$ cat src/rtl/hcms_frame_driver_if.sv
// Host-write and hcms_serial-side signals of the frame driver, bundled.
// slave = the frame driver; master = the host / serializer side.
interface hcms_frame_driver_if;
    logic       WR_EN;
    logic [2:0] WR_ADDR;
    logic [4:0] WR_CHAR;
    logic       SER_READY;
    logic [7:0] SER_DATA;
    logic       SER_CMD;
    logic       SER_LOAD;
    logic       SER_DS_RESET;
    logic       BUSY;
    logic       FRAME_DONE;

    modport slave (
        input  WR_EN, WR_ADDR, WR_CHAR, SER_READY,
        output SER_DATA, SER_CMD, SER_LOAD, SER_DS_RESET, BUSY, FRAME_DONE
    );

    modport master (
        output WR_EN, WR_ADDR, WR_CHAR, SER_READY,
        input  SER_DATA, SER_CMD, SER_LOAD, SER_DS_RESET, BUSY, FRAME_DONE
    );
endinterface

$ cat src/rtl/hcms_frame_driver.sv
// HCMS-29xx frame driver: power-up sequence (DS_RESET, two control words),
// then full dot-register refresh from a 5x7 font whenever the glyph buffer changes.
module hcms_frame_driver #(
    parameter int         NUM_CHARS    = 4,
    parameter logic [7:0] CTRL_W1      = 8'h81,
    parameter logic [7:0] CTRL_W2      = 8'h79,
    parameter int         RESET_CYCLES = 16
) (
    input  logic                CLK_i,
    input  logic                RST_i,
    hcms_frame_driver_if.slave  bus
);
    localparam logic [2:0] S_RST  = 3'd0;
    localparam logic [2:0] S_CFG1 = 3'd1;
    localparam logic [2:0] S_CFG2 = 3'd2;
    localparam logic [2:0] S_IDLE = 3'd3;
    localparam logic [2:0] S_DATA = 3'd4;

    localparam logic [1:0] H_WAIT = 2'd0;
    localparam logic [1:0] H_LOAD = 2'd1;
    localparam logic [1:0] H_ACK  = 2'd2;

    logic [2:0]                r_state;
    logic [1:0]                r_hs;
    logic [15:0]               r_rst_cnt;
    logic [NUM_CHARS-1:0][4:0] r_buf;
    logic [NUM_CHARS-1:0][4:0] r_snap;
    logic                      r_dirty;
    logic [2:0]                r_char;
    logic [2:0]                r_col;
    logic                      r_ready_q;
    logic                      r_armed;
    logic [7:0]                r_data;
    logic                      r_cmd;
    logic                      r_load;
    logic                      r_ds;
    logic                      r_done;

    logic                      w_wr_ok;
    logic                      w_rise;
    logic [4:0]                w_glyph;
    logic [7:0]                w_font;

    // Column-major 5x7 font; bit 0 is the top row. Codes above 16 are dark.
    function automatic logic [7:0] font(input logic [4:0] g, input logic [2:0] c);
        logic [39:0] cols;
        case (g)
            5'd0:    cols = 40'h3E_51_49_45_3E;
            5'd1:    cols = 40'h00_42_7F_40_00;
            5'd2:    cols = 40'h42_61_51_49_46;
            5'd3:    cols = 40'h21_41_45_4B_31;
            5'd4:    cols = 40'h18_14_12_7F_10;
            5'd5:    cols = 40'h27_45_45_45_39;
            5'd6:    cols = 40'h3C_4A_49_49_30;
            5'd7:    cols = 40'h01_71_09_05_03;
            5'd8:    cols = 40'h36_49_49_49_36;
            5'd9:    cols = 40'h06_49_49_29_1E;
            5'd10:   cols = 40'h7E_11_11_11_7E;
            5'd11:   cols = 40'h7F_49_49_49_36;
            5'd12:   cols = 40'h3E_41_41_41_22;
            5'd13:   cols = 40'h7F_41_41_22_1C;
            5'd14:   cols = 40'h7F_49_49_49_41;
            5'd15:   cols = 40'h7F_09_09_09_01;
            default: cols = 40'h0;
        endcase
        case (c)
            3'd0:    font = cols[39:32];
            3'd1:    font = cols[31:24];
            3'd2:    font = cols[23:16];
            3'd3:    font = cols[15:8];
            3'd4:    font = cols[7:0];
            default: font = 8'h00;
        endcase
    endfunction

    assign w_wr_ok = bus.WR_EN && ({1'b0, bus.WR_ADDR} < 4'(NUM_CHARS));
    assign w_rise  = bus.SER_READY && !r_ready_q;
    assign w_font  = font(w_glyph, r_col);

    // Pick the snapshot glyph for the character currently being shifted out.
    always_comb begin
        w_glyph = 5'd16;
        for (int i = 0; i < NUM_CHARS; i++)
            if (r_char == 3'(i)) w_glyph = r_snap[i];
    end

    // Live glyph buffer; out-of-range slots are silently dropped.
    always_ff @(posedge CLK_i or posedge RST_i) begin
        if (RST_i) begin
            r_buf <= {NUM_CHARS{5'd16}};
        end else begin
            for (int i = 0; i < NUM_CHARS; i++)
                if (w_wr_ok && bus.WR_ADDR == 3'(i)) r_buf[i] <= bus.WR_CHAR;
        end
    end

    // Dirty flag: a write wins over the clear taken in S_IDLE.
    always_ff @(posedge CLK_i or posedge RST_i) begin
        if (RST_i)                  r_dirty <= 1'b1;
        else if (w_wr_ok)           r_dirty <= 1'b1;
        else if (r_state == S_IDLE) r_dirty <= 1'b0;
    end

    // READY history for edge detection; starts high so READY already high after reset is no edge.
    always_ff @(posedge CLK_i or posedge RST_i) begin
        if (RST_i) r_ready_q <= 1'b1;
        else       r_ready_q <= bus.SER_READY;
    end

    // Main sequencer plus per-byte handshake. A READY rise is remembered in r_armed
    // so a rise seen while idle still releases the first byte of the next frame.
    always_ff @(posedge CLK_i or posedge RST_i) begin
        if (RST_i) begin
            r_state   <= S_RST;
            r_hs      <= H_WAIT;
            r_rst_cnt <= '0;
            r_snap    <= {NUM_CHARS{5'd16}};
            r_char    <= '0;
            r_col     <= '0;
            r_armed   <= 1'b0;
            r_data    <= '0;
            r_cmd     <= 1'b0;
            r_load    <= 1'b1;
            r_ds      <= 1'b1;
            r_done    <= 1'b0;
        end else begin
            r_done <= 1'b0;
            if (w_rise) r_armed <= 1'b1;
            case (r_state)
                S_RST: begin
                    if (r_rst_cnt == 16'(RESET_CYCLES - 1)) begin
                        r_ds    <= 1'b0;
                        r_state <= S_CFG1;
                    end else begin
                        r_rst_cnt <= r_rst_cnt + 16'd1;
                    end
                end
                S_IDLE: begin
                    if (r_dirty) begin
                        r_snap  <= r_buf;
                        r_char  <= 3'(NUM_CHARS - 1);
                        r_col   <= '0;
                        r_hs    <= H_WAIT;
                        r_state <= S_DATA;
                    end
                end
                S_CFG1, S_CFG2, S_DATA: begin
                    case (r_hs)
                        H_WAIT: begin
                            if (r_armed || w_rise) begin
                                r_armed <= 1'b0;
                                r_load  <= 1'b0;
                                r_hs    <= H_LOAD;
                                if (r_state == S_CFG1) begin
                                    r_data <= CTRL_W1;
                                    r_cmd  <= 1'b1;
                                end else if (r_state == S_CFG2) begin
                                    r_data <= CTRL_W2;
                                    r_cmd  <= 1'b1;
                                end else begin
                                    r_data <= w_font;
                                    r_cmd  <= 1'b0;
                                end
                            end
                        end
                        H_LOAD: begin
                            if (!bus.SER_READY) begin
                                r_load <= 1'b1;
                                r_hs   <= H_ACK;
                            end
                        end
                        default: begin
                            r_hs <= H_WAIT;
                            if (r_state == S_CFG1) begin
                                r_state <= S_CFG2;
                            end else if (r_state == S_CFG2) begin
                                r_state <= S_IDLE;
                            end else if (r_char == 3'd0 && r_col == 3'd4) begin
                                r_done  <= 1'b1;
                                r_state <= S_IDLE;
                            end else if (r_col == 3'd4) begin
                                r_col  <= '0;
                                r_char <= r_char - 3'd1;
                            end else begin
                                r_col <= r_col + 3'd1;
                            end
                        end
                    endcase
                end
                default: r_state <= S_IDLE;
            endcase
        end
    end

    assign bus.SER_DATA     = r_data;
    assign bus.SER_CMD      = r_cmd;
    assign bus.SER_LOAD     = r_load;
    assign bus.SER_DS_RESET = r_ds;
    assign bus.BUSY         = (r_state != S_IDLE);
    assign bus.FRAME_DONE   = r_done;
endmodule

$ cat src/flat_wrapper.sv
// flat-port wrapper written by rule: the top's interface ports become plain ports
module hcms_frame_driver_flat 
#(
    parameter int         NUM_CHARS    = 4,
    parameter logic [7:0] CTRL_W1      = 8'h81,
    parameter logic [7:0] CTRL_W2      = 8'h79,
    parameter int         RESET_CYCLES = 16
)
  (CLK_i, RST_i, bus_WR_EN, bus_WR_ADDR, bus_WR_CHAR, bus_SER_READY, bus_SER_DATA, bus_SER_CMD, bus_SER_LOAD, bus_SER_DS_RESET, bus_BUSY, bus_FRAME_DONE);
  hcms_frame_driver_if bus_i ();
  input  logic CLK_i;
  input  logic RST_i;
  input wire logic [$bits(bus_i.WR_EN)-1:0] bus_WR_EN;
  input wire logic [$bits(bus_i.WR_ADDR)-1:0] bus_WR_ADDR;
  input wire logic [$bits(bus_i.WR_CHAR)-1:0] bus_WR_CHAR;
  input wire logic [$bits(bus_i.SER_READY)-1:0] bus_SER_READY;
  output wire logic [$bits(bus_i.SER_DATA)-1:0] bus_SER_DATA;
  output wire logic [$bits(bus_i.SER_CMD)-1:0] bus_SER_CMD;
  output wire logic [$bits(bus_i.SER_LOAD)-1:0] bus_SER_LOAD;
  output wire logic [$bits(bus_i.SER_DS_RESET)-1:0] bus_SER_DS_RESET;
  output wire logic [$bits(bus_i.BUSY)-1:0] bus_BUSY;
  output wire logic [$bits(bus_i.FRAME_DONE)-1:0] bus_FRAME_DONE;
  assign bus_i.WR_EN = bus_WR_EN;
  assign bus_i.WR_ADDR = bus_WR_ADDR;
  assign bus_i.WR_CHAR = bus_WR_CHAR;
  assign bus_i.SER_READY = bus_SER_READY;
  assign bus_SER_DATA = bus_i.SER_DATA;
  assign bus_SER_CMD = bus_i.SER_CMD;
  assign bus_SER_LOAD = bus_i.SER_LOAD;
  assign bus_SER_DS_RESET = bus_i.SER_DS_RESET;
  assign bus_BUSY = bus_i.BUSY;
  assign bus_FRAME_DONE = bus_i.FRAME_DONE;
  hcms_frame_driver #(.NUM_CHARS(NUM_CHARS), .CTRL_W1(CTRL_W1), .CTRL_W2(CTRL_W2), .RESET_CYCLES(RESET_CYCLES)) u_core (.CLK_i(CLK_i), .RST_i(RST_i), .bus(bus_i));
endmodule
$ cat config.mk
export PLATFORM = sky130hd
export DESIGN_NAME = hcms_frame_driver_flat
export DESIGN_NICKNAME = d
export VERILOG_FILES = /design/src/rtl/hcms_frame_driver_if.sv /design/src/rtl/hcms_frame_driver.sv /design/src/flat_wrapper.sv
export SDC_FILE = /design/constraint.sdc
export NUM_CORES = 1
export LEC_CHECK = 0
export BUFFER_PORTS_ARGS = -buffer_cell sky130_fd_sc_hd__buf_2
export CAP_MARGIN = 25
export CORE_ASPECT_RATIO = 0.6
export CORE_MARGIN = 5
export CORE_UTILIZATION = 60
export CTS_CLUSTER_SIZE = 20
export DETAILED_ROUTE_END_ITERATION = 10
export GPL_ROUTABILITY_DRIVEN = 0
export PLACE_DENSITY = 0.78
export SLEW_MARGIN = 10
export SYNTH_ARGS = -nofsm -noshare
export SYNTH_HDL_FRONTEND = slang
export SYNTH_SLANG_ARGS = --single-unit
$ cat constraint.sdc
create_clock -name CLK_i -period 3.55 [get_ports CLK_i]
set_clock_uncertainty 0.05 [all_clocks]
set_input_delay 0.355 -clock CLK_i [delete_from_list [all_inputs] [get_ports CLK_i]]
set_output_delay 0.355 -clock CLK_i [all_outputs]
set_load 0.01 [all_outputs]
==> results.sh, run 1 <==
export IMPL_status="complete, no violations"
export IMPL_crit_arrival_ps=3480
export IMPL_diodes=0
export IMPL_syn_instance_count=473
export IMPL_critPathLaunchType="flip-flop"
export IMPL_yosysWarnings=0
export IMPL_initial_core_util_pct=60.8
export IMPL_crit_family="compound AO/OA/AOI/OAI gates"
export IMPL_syn_area_per_cell_um2=10.0
export IMPL_period_needed_ps=3310
export IMPL_fin_setup_tns_ps=0
export IMPL_ys_flop_type="dfrtp_1"
export IMPL_grt_pass1_wl_mm=18.8
export IMPL_vias=3815
export IMPL_ctsResizeCount=0
export IMPL_ys_seq_elements=82
export IMPL_fill_cells=575
export IMPL_max_stage_delay_ps=430
export IMPL_critPathKind="flip-flop to flip-flop"
export IMPL_clk_pin_slew_ps=60
export IMPL_die_area_mm2=0.00983
export IMPL_fmax_mhz=302
export IMPL_syn_nets=505
export IMPL_via_per_inst=6.30
export IMPL_drive_gt1_share_pct=22.5
export IMPL_power_density_mw_per_mm2=1060
export IMPL_synth_seq_area_share_pct=43.6
export IMPL_std_cell_rows=25
export IMPL_grt_max_degree=39
export IMPL_dieWidth_um=125
export IMPL_holdWs_ps=118
export IMPL_top_layer="met4"
export IMPL_grt_ovfl_total=0
export IMPL_cts_max_path_buffers=2
export IMPL_ys_types=67
export IMPL_drv_slew=0
export IMPL_path_cells="ha_1, or2_2, a221o_1, and2_1, inv_1, ha_1, a21oi_1, nor3b_1, o31ai_1, nand4_1, a32o_1"
export IMPL_fin_crit_sh_pct=93.3
export IMPL_cts_htree_levels=3
export IMPL_synthArstFlopShare_pct=100
export IMPL_tightest_slew_ps=1010
export IMPL_wl_met2_mm=4.79
export IMPL_clock_latency_ps=330
export IMPL_io_buffer_count=24
export IMPL_multiInputGateArea_mm2=0.00248
export IMPL_pre_cts_slack_ps=327
export IMPL_dpl_hpwl_mm=7.91
export IMPL_crit_slowest_cell="dfrtp_1"
export IMPL_end_kind="flip-flop"
export IMPL_peakVddDrop_mv=0.552
export IMPL_cts_root_buf="clkbuf_16"
export IMPL_wl_per_cell_um=18.4
export IMPL_setup_ws_ps=237
export IMPL_grt_usage_pct=23.9
export IMPL_hold_path_class="primary input to flip-flop"
export IMPL_maxSlewHeadroom_pct=32.4
export IMPL_nets=525
export IMPL_cp_common_cell="ha_1"
export IMPL_worstPathRequired_ps=3720
export IMPL_antenna_found_initial=0
export IMPL_route_detailed_drc=0
export IMPL_met3WireLength_um=902
export IMPL_antenna_left=0
export IMPL_crit_buf_inv=1
export IMPL_routed_wl_mm=11.2
export IMPL_io_pins=25
export IMPL_area_growth_pct=11.3
export IMPL_drv_cap=0
export IMPL_regArea_mm2=0.00207
export IMPL_cts_tree="built"
export IMPL_clock_sinks=82
export IMPL_grt_pass1_vias=3626
export IMPL_die_y_um=78.8
export IMPL_cp_max_fo=16
export IMPL_wl_met1_mm=5.31
export IMPL_synth_edf_count=0
export IMPL_netlist_area_mm2=0.00474
export IMPL_cts_buffers=9
export IMPL_setup_violations=0
export IMPL_first_iter_violations=570
export IMPL_core_area_mm2=0.00779
export IMPL_leakagePower_nw=2.27
export IMPL_hold_viol_final=0
export IMPL_rsz0062_at_grt="false"
export IMPL_dr_pass1_iters=6
final timing paths:
path / cells after the start / startpoint / slack (ps) / end
worst max register to register: 11 / u_core.r_char[0] / 240 / u_core.bus.SER_DATA[4]
max in group asynchronous: 4 / RST_i / 2120 / u_core.bus.SER_DS_RESET
worst min-delay path: 1 / bus_SER_READY / 120 / u_core.r_ready_q
min in group asynchronous: 3 / RST_i / 500 / u_core.r_buf[12]
worst max-delay path: 11 / u_core.r_char[0] / 240 / u_core.bus.SER_DATA[4]
worst min register to register: 1 / u_core.bus.SER_DS_RESET / 420 / u_core.bus.SER_DS_RESET
cells in the mapped netlist (all sizes together), types with 2 or more instances:
| library cell | instances | area, um2 |
|---|---|---|
| a2111o | 2 | 22.5 |
| a211oi | 6 | 45.0 |
| a21boi | 2 | 15.0 |
| a21o | 3 | 22.5 |
| a21oi | 25 | 125 |
| a221o | 3 | 30.0 |
| a221oi | 4 | 35.0 |
| a22oi | 2 | 15.0 |
| a311oi | 2 | 17.5 |
| a31oi | 7 | 43.8 |
| and2 | 5 | 31.3 |
| and3 | 4 | 25.0 |
| buf | 10 | 58.8 |
| clkbuf | 16 | 60.1 |
| dfrtp | 70 | 1750 |
| dfstp | 12 | 315 |
| ha | 20 | 250 |
| inv | 20 | 75.1 |
| mux2 | 40 | 450 |
| mux2i | 3 | 30.0 |
| nand2 | 42 | 158 |
| nand2b | 4 | 25.0 |
| nand3 | 18 | 90.1 |
| nand3b | 5 | 37.5 |
| nand4 | 4 | 25.0 |
| nand4b | 2 | 17.5 |
| nor2 | 23 | 86.3 |
| nor2b | 8 | 50.1 |
| nor3 | 8 | 40.0 |
| nor3b | 6 | 45.0 |
| nor4 | 7 | 50.1 |
| nor4b | 2 | 38.8 |
| o211ai | 5 | 42.5 |
| o21a | 3 | 23.8 |
| o21ai | 30 | 150 |
| o221ai | 3 | 26.3 |
| o31ai | 3 | 22.5 |
| o32ai | 3 | 26.3 |
| o41ai | 2 | 17.5 |
| or3 | 3 | 18.8 |
| or4 | 2 | 18.8 |
| xnor2 | 13 | 114 |
| xor2 | 5 | 43.8 |
registers in the layout, summed over array words and instances, names as in the netlist:
signal and cells:
u_core.r_buf 20, u_core.r_state 3, u_core.r_ready_q 1, u_core.r_snap 20
u_core.bus.SER_DATA 8, u_core.r_armed 1, u_core.r_dirty 1, u_core.bus.FRAME_DONE 1
u_core.r_hs 2, u_core.r_char 3, u_core.r_col 3, u_core.bus.SER_DS_RESET 1
u_core.r_rst_cnt 16, u_core.bus.SER_LOAD 1, u_core.bus.SER_CMD 1
worst register-to-register path, stage by stage, from the launching register on:
cell and delay [ps]:
dfrtp_1 430, ha_1 400, or2_2 360, a221o_1 300, and2_1 250, inv_1 190
ha_1 330, a21oi_1 210, nor3b_1 80, o31ai_1 240, nand4_1 120, a32o_1 250
layout make-up:
type / instances / share of cell area, %
flip-flops and latches: 82 / 39.2
clock buffers: 13 / 5.13
clock inverters: 3 / 0.831
multi-input cells: 345 / 47.0
well taps: 108 / 2.56
repair buffers: 35 / 3.85
inverters: 20 / 1.45
placed cells by master, fill, tap and decap left out, types with 4 or more instances in the layout:
| cell type | count |
|---|---|
| dfrtp_1 | 70 |
| nand2_1 | 42 |
| mux2_2 | 40 |
| o21ai_0 | 30 |
| a21oi_1 | 25 |
| buf_2 | 24 |
| nor2_1 | 23 |
| ha_1 | 20 |
| inv_1 | 18 |
| nand3_1 | 18 |
| xnor2_1 | 13 |
| dfstp_2 | 12 |
| clkbuf_16 | 9 |
| buf_4 | 9 |
| nor2b_1 | 8 |
| nor3_1 | 8 |
| a31oi_1 | 7 |
| nor4_1 | 6 |
| a211oi_1 | 6 |
| nor3b_1 | 6 |
| xor2_1 | 5 |
| and2_1 | 5 |
| nand3b_1 | 5 |
| nand2b_1 | 4 |
| and3_1 | 4 |
| nand4_1 | 4 |
| o211ai_1 | 4 |
| a221oi_1 | 4 |
per-stage QoR:
| stage | std cells | util [%] | total power, mW | area, um2 |
|---|---|---|---|---|
| CTS | 605 | 67.6 | 5.48 | 5270 |
| finish | 606 | 67.7 | 5.58 | 5270 |
| global placement | 588 | 63.5 | 4.42 | 4940 |
| detailed placement | 588 | 63.5 | 4.47 | 4940 |
| floorplan | 473 | - | 3.75 | 4740 |
| global route | 606 | 67.7 | 5.94 | 5270 |
cell families (layout without fill, tap and decap cells):
group,count (synthesis),after routing,share of synthesized area [%]
simple gates,146,146,16.6
buf+inv,46,71,4.09
compound gates,118,118,17.0
mux,43,43,10.1
fa+ha+maj,20,20,5.28
xor+xnor,18,18,3.33
flops,82,82,43.6
where the power goes:
part           total [mW]  switching (mW)  internal [mW]
clock network       0.962           0.358          0.604
registers            1.47           0.225           1.24
logic                3.15            1.96           1.20
total                5.58            2.54           3.05
metal layers:
| metal | vias up | track usage, % |
|---|---|---|
| li1 | 1769 | - |
| met5 | - | 0 |
| met2 | 159 | 36.5 |
| met3 | 22 | 7.26 |
| met1 | 1865 | 33.7 |
| met4 | 0 | 5.58 |
timing repair:
item,4_1_cts,5_1_grt
endpoints found under the setup margin,0,0
hold buffers,1,0
setup buffers,0,0
endpoints found under the hold margin,16,0
Note: power is estimated with default switching activity, not from simulation.
==> inputs of run 2 (changes only) <==
--- a/config.mk
+++ b/config.mk
@@ -14,6 +14,7 @@
 export DETAILED_ROUTE_END_ITERATION = 10
 export GPL_ROUTABILITY_DRIVEN = 0
 export PLACE_DENSITY = 0.78
+export REMOVE_ABC_BUFFERS = 1
 export SLEW_MARGIN = 10
 export SYNTH_ARGS = -nofsm -noshare
 export SYNTH_HDL_FRONTEND = slang
==> results.sh, run 2 (synthesis gave the netlist of run 1 again) <==
export IMPL_fin_crit_sh_pct=92.5
export IMPL_grt_pass1_wl_mm=19.0
export IMPL_via_per_inst=6.32
export IMPL_nets=524
export IMPL_layout_commonest_cell="dfrtp_1"
export IMPL_crit_slowest_cell="dfrtp_1"
export IMPL_crit_buf_inv=1
export IMPL_swShare_pct=46.7
export IMPL_antenna_left=0
export IMPL_setup_ws_ps=266
export IMPL_power_density_mw_per_mm2=1050
export IMPL_drv_cap=0
export IMPL_r2r_slack_ps=270
export IMPL_critPathKind="flip-flop to flip-flop"
export IMPL_peakVddDrop_mv=0.609
export IMPL_seq_power_share_pct=26.7
export IMPL_worstPathRequired_ps=3720
export IMPL_dr_pass1_iters=7
export IMPL_pre_cts_slack_ps=207
export IMPL_setup_violations=0
export IMPL_status="complete, no violations"
export IMPL_initial_core_util_pct=60.8
export IMPL_rsz0062_at_grt="false"
export IMPL_fin_setup_tns_ps=0
export IMPL_dpl_hpwl_mm=8.10
export IMPL_dieWidth_um=125
export IMPL_p_clk_share_pct=15.5
export IMPL_cts_tree="built"
export IMPL_io_pins=25
export IMPL_grt_ovfl_total=0
export IMPL_crit_arrival_ps=3460
export IMPL_first_iter_violations=574
export IMPL_leakagePower_nw=2.24
export IMPL_clock_sinks=82
export IMPL_max_stage_delay_ps=430
export IMPL_cts_htree_levels=3
export IMPL_critPathLaunchType="flip-flop"
export IMPL_crit_family="compound AO/OA/AOI/OAI gates"
export IMPL_cts_max_path_buffers=2
export IMPL_wl_per_cell_um=18.6
export IMPL_io_buffer_count=24
export IMPL_diodes=0
export IMPL_route_detailed_drc=0
export IMPL_grt_usage_pct=24.0
export IMPL_antenna_found_initial=0
export IMPL_reg_top3="u_core.r_buf (20), u_core.r_snap (20), u_core.r_rst_cnt (16)"
export IMPL_tightest_slew_ps=1020
export IMPL_routed_wl_mm=11.2
export IMPL_p_int_mw=2.93
export IMPL_end_kind="flip-flop"
export IMPL_hold_path_class="primary input to flip-flop"
export IMPL_drive_gt1_share_pct=23.3
export IMPL_fmax_mhz=305
export IMPL_cts_root_buf="clkbuf_16"
export IMPL_die_area_mm2=0.00983
export IMPL_switchingPower_mw=2.57
export IMPL_grt_pass1_vias=3643
export IMPL_pwr_share_comb_pct=57.7
export IMPL_path_cells="ha_2, or2_2, a221o_1, and2_1, inv_1, ha_1, a21oi_1, nor3_1, o31ai_1, nand4_1, a32o_1"
export IMPL_clock_latency_ps=340
export IMPL_period_needed_ps=3280
export IMPL_core_area_mm2=0.00779
export IMPL_drv_slew=0
export IMPL_vias=3823
export IMPL_cp_max_fo=16
export IMPL_clk_pin_slew_ps=60
export IMPL_layout_common_cells="dfrtp_1, nand2_1, mux2_2"
export IMPL_grt_max_degree=61
export IMPL_die_y_um=78.8
export IMPL_std_cell_rows=25
export IMPL_hold_viol_final=0
export IMPL_area_growth_pct=11.0
export IMPL_cts_buffers=9
export IMPL_maxSlewHeadroom_pct=32.1
[run 2: cell types whose count changed in the layout (fill, tap and decap cells not counted), sizes merged]
cell	previous run	this run
clkbuf	14	11
inv	20	19
clkinvlp	0	2
bufinv	1	0
clkinv	2	4
[run 2: worst paths after layout]
| kind | startpoint | endpoint | depth (start not counted) |
|---|---|---|---|
| setup / recovery | u_core.r_char[0] | u_core.bus.SER_DATA[4] | 11 |
| hold / removal | bus_SER_READY | u_core.r_ready_q | 1 |
| setup reg to reg | u_core.r_char[0] | u_core.bus.SER_DATA[4] | 11 |
| hold reg to reg | u_core.bus.SER_DS_RESET | u_core.bus.SER_DS_RESET | 1 |
| max in group asynchronous | RST_i | u_core.r_snap[8] | 5 |
| min in group asynchronous | RST_i | u_core.r_rst_cnt[15] | 3 |
[run 2: cell type report]
cell class / count / area [um2]
clock buffer: 11 / 243
inverter: 20 / 76.3
sequential: 82 / 2070
timing repair buffer: 34 / 218
multi-input combinational: 345 / 2490
clock inverter: 5 / 30.0
tap: 108 / 135
fill: 603 / 2530
[run 2: stage by stage]
step	power (mW)	cell area, um2	instances	util [%]	hold slack, ps
final	5.51	5260	605	67.5	112
after global routing	5.86	5260	605	67.5	98.3
after CTS	5.38	5210	603	66.9	98.1
after detailed placement	4.50	4930	587	63.4	424
after global placement	4.42	4930	587	63.4	400
after floorplan	3.62	4620	447	-	309
[run 2: metal layers]
layer  GRT usage (%)  up-vias  routed length (um)
met3            8.40       31                1170
met5               0        -                   0
met4            7.44        0                 224
met2            33.7      179                4650
li1                -     1769                   -
met1            34.8     1844                5200
[run 2: timing repair]
action	4_1_cts	5_1_grt
resized for setup	0	5
buffers inserted	0	0
hold buffers	0	1
endpoints found under the setup margin	0	4
hold endpoints to repair	0	11
[run 2: power by group through the flow]
stage          registers (mW)  clock network (mW)  logic, mW
2_1_floorplan            1.44                   0       2.18
3_3_place_gp             1.47                   0       2.95
3_5_place_dp             1.48                   0       3.02
4_1_cts                  1.47               0.870       3.05
5_1_grt                  1.50               0.912       3.45
6_report                 1.47               0.854       3.18
